<file path="src/rtl/mod_operand_sequencer.sv">
// mod_operand_sequencer
//   Handshake front-end for the combinational modulus stage in the sprite
//   datapath. Accepts a numerator/denominator pair over valid/ready, drives
//   it onto the modulus stage operands, holds it for SETTLE_CYCLES cycles,
//   then captures the remainder and divide-by-zero flag and presents the
//   result downstream over valid/ready (held stable under backpressure).
//
//   Parameters
//     WIDTH          operand/result width in bits
//     SETTLE_CYCLES  cycles the operands are held before capture (1..15)
//
//   Ports
//     clk, rst_n                   clock (rising edge), async active-low reset
//     in_valid/in_ready            upstream handshake
//     in_num, in_den               incoming operand pair
//     mod_num, mod_den             operands driven to the modulus stage
//     mod_result, mod_error        remainder / divide-by-zero from the stage
//     out_valid/out_ready          downstream handshake
//     out_num, out_den             operand pair belonging to the result
//     out_mod, out_err             captured remainder / divide-by-zero flag
//     err_count                    saturating error count (optional)
//     busy                         high whenever the FSM is not idle
//
//   Optional feature: define MOD_SEQ_ERRCNT_EN to add the err_count output.

module mod_operand_sequencer #(
  parameter int unsigned WIDTH         = 16,
  parameter int unsigned SETTLE_CYCLES = 2
) (
  input  logic             clk,
  input  logic             rst_n,
  input  logic             in_valid,
  output logic             in_ready,
  input  logic [WIDTH-1:0] in_num,
  input  logic [WIDTH-1:0] in_den,
  output logic [WIDTH-1:0] mod_num,
  output logic [WIDTH-1:0] mod_den,
  input  logic [WIDTH-1:0] mod_result,
  input  logic             mod_error,
  output logic             out_valid,
  input  logic             out_ready,
  output logic [WIDTH-1:0] out_num,
  output logic [WIDTH-1:0] out_den,
  output logic [WIDTH-1:0] out_mod,
  output logic             out_err,
`ifdef MOD_SEQ_ERRCNT_EN
  output logic [7:0]       err_count,
`endif
  output logic             busy
);

  typedef enum logic [1:0] {
    IDLE   = 2'd0,
    SETTLE = 2'd1,
    HOLD   = 2'd2
  } state_t;

  localparam logic [3:0] LAST_CNT = 4'(SETTLE_CYCLES - 1);

  state_t           r_state;
  state_t           w_next;
  logic [3:0]       r_cnt;
  logic             r_rdy_en;
  logic [WIDTH-1:0] r_mod_num;
  logic [WIDTH-1:0] r_mod_den;
  logic [WIDTH-1:0] r_out_num;
  logic [WIDTH-1:0] r_out_den;
  logic [WIDTH-1:0] r_out_mod;
  logic             r_out_err;
  logic             r_out_valid;
  logic             w_accept;
  logic             w_capture;
  logic             w_release;
  logic             w_cap_err;

  // State stays IDLE during reset, so ready is additionally gated by a flop
  // that only rises on the first clock edge after reset release.
  always_ff @(posedge clk or negedge rst_n) begin
    if (!rst_n) begin
      r_rdy_en <= 1'b0;
    end else begin
      r_rdy_en <= 1'b1;
    end
  end

  assign in_ready  = r_rdy_en && (r_state == IDLE);
  assign busy      = (r_state != IDLE);
  assign mod_num   = r_mod_num;
  assign mod_den   = r_mod_den;
  assign out_num   = r_out_num;
  assign out_den   = r_out_den;
  assign out_mod   = r_out_mod;
  assign out_err   = r_out_err;
  assign out_valid = r_out_valid;

  // Local zero check covers a modulus stage whose error output is undefined.
  assign w_cap_err = mod_error || (r_mod_den == '0);

  always_ff @(posedge clk or negedge rst_n) begin
    if (!rst_n) begin
      r_state <= IDLE;
    end else begin
      r_state <= w_next;
    end
  end

  always_comb begin
    w_next    = r_state;
    w_accept  = 1'b0;
    w_capture = 1'b0;
    w_release = 1'b0;
    case (r_state)
      IDLE: begin
        if (in_valid && in_ready) begin
          w_accept = 1'b1;
          w_next   = SETTLE;
        end
      end
      SETTLE: begin
        if (r_cnt == LAST_CNT) begin
          w_capture = 1'b1;
          w_next    = HOLD;
        end
      end
      HOLD: begin
        if (r_out_valid && out_ready) begin
          w_release = 1'b1;
          w_next    = IDLE;
        end
      end
      default: w_next = IDLE;
    endcase
  end

  always_ff @(posedge clk or negedge rst_n) begin
    if (!rst_n) begin
      r_cnt       <= '0;
      r_mod_num   <= '0;
      r_mod_den   <= '0;
      r_out_num   <= '0;
      r_out_den   <= '0;
      r_out_mod   <= '0;
      r_out_err   <= 1'b0;
      r_out_valid <= 1'b0;
    end else begin
      if (w_accept) begin
        r_mod_num <= in_num;
        r_mod_den <= in_den;
        r_out_num <= in_num;
        r_out_den <= in_den;
        r_cnt     <= '0;
      end else if (r_state == SETTLE && !w_capture) begin
        r_cnt <= r_cnt + 4'd1;
      end

      if (w_capture) begin
        r_out_valid <= 1'b1;
        if (w_cap_err) begin
          r_out_mod <= '0;
          r_out_err <= 1'b1;
        end else begin
          r_out_mod <= mod_result;
          r_out_err <= 1'b0;
        end
      end else if (w_release) begin
        r_out_valid <= 1'b0;
      end
    end
  end

`ifdef MOD_SEQ_ERRCNT_EN
  logic [7:0] r_err_count;

  // Saturates at 255 rather than wrapping.
  always_ff @(posedge clk or negedge rst_n) begin
    if (!rst_n) begin
      r_err_count <= '0;
    end else if (w_capture && w_cap_err && (r_err_count != 8'hFF)) begin
      r_err_count <= r_err_count + 8'd1;
    end
  end

  assign err_count = r_err_count;
`endif

endmodule

</file>
<file path="config.mk">
export PLATFORM = sky130hd
export DESIGN_NAME = mod_operand_sequencer
export DESIGN_NICKNAME = d
export VERILOG_FILES = /design/src/rtl/mod_operand_sequencer.sv
export SDC_FILE = /design/constraint.sdc
export NUM_CORES = 1
export LEC_CHECK = 0
export CAP_MARGIN = 20
export CORE_ASPECT_RATIO = 1.25
export CORE_MARGIN = 2
export CORE_UTILIZATION = 35
export CTS_CLUSTER_SIZE = 30
export DETAILED_ROUTE_END_ITERATION = 8
export HOLD_SLACK_MARGIN = 0.08
export PLACE_DENSITY_LB_ADDON = 0.3
export SKIP_CTS_REPAIR_TIMING = 1
export SYNTH_ARGS = -nofsm -noshare
export SYNTH_HDL_FRONTEND = slang
export SYNTH_SLANG_ARGS = --single-unit
</file>
<file path="constraint.sdc">
create_clock -name clk -period 1.9 [get_ports clk]
set_clock_uncertainty 0.15 [all_clocks]
set_input_delay 0.19 -clock clk [delete_from_list [all_inputs] [get_ports clk]]
set_output_delay 0.19 -clock clk [all_outputs]
set_load 0.01 [all_outputs]
</file>
==> impl_metrics.json, run 1 <==
{
  "crit_fanout": 15,
  "most-common-layout-cells": "clkdlybuf4s50_1 (133), dfrtp_1 (56), mux2_2 (32), a32o_1 (16), clkbuf_8 (11)",
  "syn_inst": 184,
  "run_status": "finished, final reports clean",
  "final_common_cell": "clkdlybuf4s50_1",
  "clockBufferDepth": 2,
  "r2r_setup_slack_ps": 120,
  "drtIter0Drc": 47,
  "dr.pass1.iters": 4,
  "setup_tns_ps": 0,
  "nNetsFinal": 359,
  "hold_violations": 0,
  "reg2regPathDepth": 6,
  "period_share": 0.935,
  "setup_viol": 0,
  "hpwlAfterDp_mm": 4.27,
  "total_power_w": 0.00676,
  "setup_ws_ps": 124,
  "drive_above_1_share": 0.223,
  "floorplan.die.width_um": 79.3,
  "grt_antenna_before_repair": 0,
  "htree_num_levels": 3,
  "criticalPathCategory": "reg2reg",
  "cts.sinks": 57,
  "hold_class": "in2async",
  "initial_core_util": 0.358,
  "cp-end-kind": "register",
  "worstPathRequired_ps": 2010,
  "cts_buffers": 9,
  "maxSlewViolCount": 0,
  "insertion_delay_ps": 320,
  "drc": 0,
  "rr_endpoint": "out_mod[4]$_DFFE_PN0P_",
  "routed_via_density": 4.66,
  "avgSynthCellArea_sq_um": 13.5,
  "pre_cts_slack_ps": 67.1,
  "vias": 1859,
  "p_per_area_nw_per_um2": 1670,
  "synth_seq_cells": 57,
  "coreArea_sq_um": 6930,
  "maxCapViolCount": 0,
  "area_growth_pct": 63.4,
  "yosysUniqueCellTypes": 29,
  "finish.utilization": 0.585,
  "crit_path_start_kind": "register",
  "dp_cells": 380,
  "diodes": 0,
  "slowest_stage": "dfrtp_1",
  "port_buffers": 136,
  "seq_area_frac_synth": 0.575,
  "startpoint": "r_cnt[1]$_DFFE_PN0P_",
  "r2r_start": "r_cnt[1]$_DFFE_PN0P_",
  "path_delay_family": "simple AND/OR/NAND/NOR gates",
  "rsz0062_at_grt": "no",
  "endpoint": "out_mod[4]$_DFFE_PN0P_",
  "min_period_ps": 1780,
  "grt_pass1_vias": 1875,
  "worstPathCellList": "inv_2, ha_1, or3b_4, nor3_4, buf_12, a32o_1",
  "gp_congestion": 0.764,
  "slowest_delay_ps": 410,
  "synth_warnings": 0,
  "synth_fp_nets": 239,
  "crit_buf_inv": 2,
  "arrival_ps": 1880,
  "synth_area_leaders": "dfrtp_1 (57%), mux2_2 (15%), buf_4 (9.7%)",
  "final_antenna_net_count": 0,
  "grt_overflow_total": 0,
  "postRouteWirelength_mm": 5.73,
  "rows": 34,
  "wire_per_inst_um": 14.3,
  "track_usage": 0.154,
  "ir_drop_v": 0.000716,
  "max_freq_mhz": 563,
  "synthesis.area_sq_um": 2480,
  "p_leak_nw": 1.70,
  "ios": 137,
  "cp_num_cells": 6,
  "dieHeight_um": 98.2,
  "cts.reportedPaths.clkPinSlew_ps": 70,
  "yosysTopAreaCellShare": 0.575,
  "cts_tree": "yes",
  "grt_first_pass_wirelength_mm": 9.25,
  "die-area_sq_um": 7790,
  "cts_root_buf": "clkbuf_8",
  "yosysTopAreaCell": "dfrtp_1",
  "grt_max_degree": 58,
  "finalNonFillerCells": 399
}
## registers in the layout, summed over array words and instances (netlist names)
signal,count
out_den,16
r_state,2
out_num,16
r_rdy_en,1
out_mod,16
out_valid,1
out_err,1
r_cnt,4
## cell usage after synthesis (all sizes together)
cell type,count
dfrtp,57
buf,39
mux2,32
a32o,16
a21oi,6
nand2,5
nor4,4
inv,3
o21ai,3
ha,2
or3,2
a21o,1
conb,1
mux2i,1
nand2b,1
nand3,1
nand3b,1
nand4,1
nor2,1
nor2b,1
nor3,1
nor3b,1
nor4bb,1
o22ai,1
or2,1
or3b,1
## final cells by class
cell class,instances,area (sq um)
Clock inverter,5,77.6
Tap cell,90,113
Timing Repair Buffer,148,1490
Clock buffer,11,151
Inverter,3,11.3
Multi-Input combinational cell,85,783
Fill cell,596,2880
Sequential cell,57,1430
## routing by layer
layer,global-route usage,routed length [um],vias up
li1,-,-,882
met1,0.173,2090,912
met2,0.271,3250,60
met3,0.0333,291,5
met4,0.0756,95,0
met5,0,0,-
## where the power goes
group          internal (W)  total, W  switching, W
logic               0.00213   0.00331       0.00117
clock network      0.000805   0.00126      0.000457
registers           0.00175   0.00219      0.000440
## tightest hold or removal path, cell delays in order
cell and delay (ps):
dlygate4sd3_1 520, buf_2 120, buf_12 270
## stage by stage
step	hold WS, ps	area (sq um)
finish	238	4060
global placement	64.6	3790
detailed placement	67.6	3790
global route	289	4060
floorplan	-256	2480
CTS	-288	4020
## kinds of logic (layout without fill, tap and decap cells)
group | Yosys count | after routing | share of synthesized area
compound gates | 27 | 27 | 0.0887
mux | 33 | 33 | 0.149
other cells | 1 | 1 | 0.00151
simple gates | 22 | 22 | 0.0580
fa+ha+maj | 2 | 2 | 0.0101
buf+inv | 42 | 167 | 0.118
flops | 57 | 57 | 0.575
## worst min path at each step
stage	startpoint	depth (start not counted)	slack, ps	end
2_1_floorplan	rst_n	0	-260	out_den[0]$_DFFE_PN0P_
3_3_place_gp	rst_n	2	60	out_den[1]$_DFFE_PN0P_
3_5_place_dp	rst_n	2	70	out_den[4]$_DFFE_PN0P_
4_1_cts	rst_n	2	-290	out_den[4]$_DFFE_PN0P_
5_1_grt	rst_n	3	290	out_den[1]$_DFFE_PN0P_
6_report	rst_n	3	240	out_den[1]$_DFFE_PN0P_
(Power assumes the default switching activity.)
==> inputs of run 2 (changes only) <==
Settings changed: GPL_TIMING_DRIVEN from default to 0.
==> impl_metrics.json, run 2 (synthesis gave the netlist of run 1 again) <==
{
  "maxSlewViolCount": 0,
  "drc": 0,
  "crit_path_start_kind": "register",
  "cts_tree": "yes",
  "track_usage": 0.153,
  "dieHeight_um": 98.2,
  "arrival_ps": 1930,
  "path_delay_family": "simple AND/OR/NAND/NOR gates",
  "hold_class": "in2async",
  "finish.utilization": 0.608,
  "grt_antenna_before_repair": 0,
  "routed_via_density": 4.58,
  "p_leak_nw": 1.82,
  "hold_violations": 0,
  "hpwlAfterDp_mm": 4.56,
  "min_period_ps": 1830,
  "ir_drop_v": 0.000756,
  "wire_per_inst_um": 13.8,
  "final_antenna_net_count": 0,
  "final_common_cell": "clkdlybuf4s50_1",
  "cts_root_buf": "clkbuf_8",
  "dr.pass1.iters": 4,
  "max_freq_mhz": 547,
  "rows": 34,
  "cts.reportedPaths.clkPinSlew_ps": 70,
  "port_buffers": 136,
  "maxCapViolCount": 0,
  "run_status": "finished, final reports clean",
  "initial_core_util": 0.358,
  "vias": 1975,
  "grt_pass1_vias": 1828,
  "post_dp_cell_area_sq_um": 3970,
  "diodes": 0,
  "grt_max_degree": 41,
  "die-area_sq_um": 7790,
  "criticalPathCategory": "reg2reg",
  "grt_first_pass_wirelength_mm": 9.27,
  "htree_num_levels": 3,
  "cts.sinks": 57,
  "area_growth_pct": 69.9,
  "crit_fanout": 10,
  "drtIter0Drc": 54,
  "finalInstanceArea_sq_um": 4220,
  "period_share": 0.962,
  "worstPathRequired_ps": 2000,
  "fillerInstances": 585,
  "grt_overflow_total": 0,
  "coreArea_sq_um": 6930,
  "setup_viol": 0,
  "nNetsFinal": 392,
  "drive_above_1_share": 0.305,
  "most-common-layout-cells": "clkdlybuf4s50_1 (133), dfrtp_1 (55), buf_4 (37), mux2_2 (32), a32o_1 (15)",
  "slowest_stage": "or3b_4",
  "slowest_delay_ps": 410,
  "ios": 137,
  "p_per_area_nw_per_um2": 1630,
  "gp_congestion": 0.754,
  "floorplan.die.width_um": 79.3,
  "cts_buffers": 9,
  "worstPathCellList": "inv_2, ha_2, or3b_4, nor3_4, buf_6, a32o_1",
  "insertion_delay_ps": 320,
  "crit_buf_inv": 2,
  "postRouteWirelength_mm": 5.96,
  "cp-end-kind": "register",
  "clockBufferDepth": 2
}
[run 2: cell count changes in the layout (fill, tap and decap cells not counted), sizes merged]
cell / previous run / this run
clkinvlp: 1 / 0
buf: 12 / 43
clkinv: 2 / 4
clkbuf: 11 / 13
bufinv: 2 / 0
[run 2: area by class of cell]
| class | count | area, sq um | area share |
|---|---|---|---|
| multi-input cells | 85 | 787 | 0.187 |
| clock buffers | 11 | 141 | 0.0335 |
| repair buffers | 142 | 1430 | 0.338 |
| inverters | 3 | 11.3 | 0.00267 |
| flip-flops and latches | 57 | 1430 | 0.339 |
| well taps | 90 | 113 | 0.0267 |
| plain buffers | 39 | 292 | 0.0691 |
| clock inverters | 4 | 20.0 | 0.00475 |
[run 2: final timing paths]
check,from,endpoint,slack (ps),cells past startpoint
worst min-delay path,rst_n,out_den[1]$_DFFE_PN0P_,200,2
max in group asynchronous,rst_n,r_state[0]$_DFFE_PN0P_,820,3
worst max-delay path,r_cnt[1]$_DFFE_PN0P_,out_mod[14]$_DFFE_PN0P_,70,6
worst min register to register,out_mod[2]$_DFFE_PN0P_,out_mod[2]$_DFFE_PN0P_,340,1
min in group clk,in_den[12],out_den[12]$_DFFE_PN0P_,320,2
worst max register to register,r_cnt[1]$_DFFE_PN0P_,out_mod[14]$_DFFE_PN0P_,70,6
[run 2: per-layer routing]
layer  vias up  share of wire  track usage
met4         0          0.016       0.0756
met1       959           0.39        0.185
met2        66           0.55        0.257
li1        942              -            -
met3         8          0.043       0.0314
met5         -              0            0
[run 2: where the power goes]
part | leakage [nW] | switching (W) | internal [W] | total (W)
combinational | 1.04 | 0.00125 | 0.00249 | 0.00374
clock | 0.0887 | 0.000448 | 0.000492 | 0.000940
sequential | 0.694 | 0.000450 | 0.00175 | 0.00220
[run 2: through the flow]
stage               total power (W)  hold slack, ps  setup slack [ps]  instances  setup TNS, ps
detailed placement          0.00595            1.34              -258        411          -4860
floorplan                   0.00389            -256               109        184              0
CTS                         0.00692            -355              -290        426          -3130
finish                      0.00688             204              72.0        431              0
global route                0.00732             238             -14.9        431          -40.7
global placement            0.00585             322             -1290        410         -78020
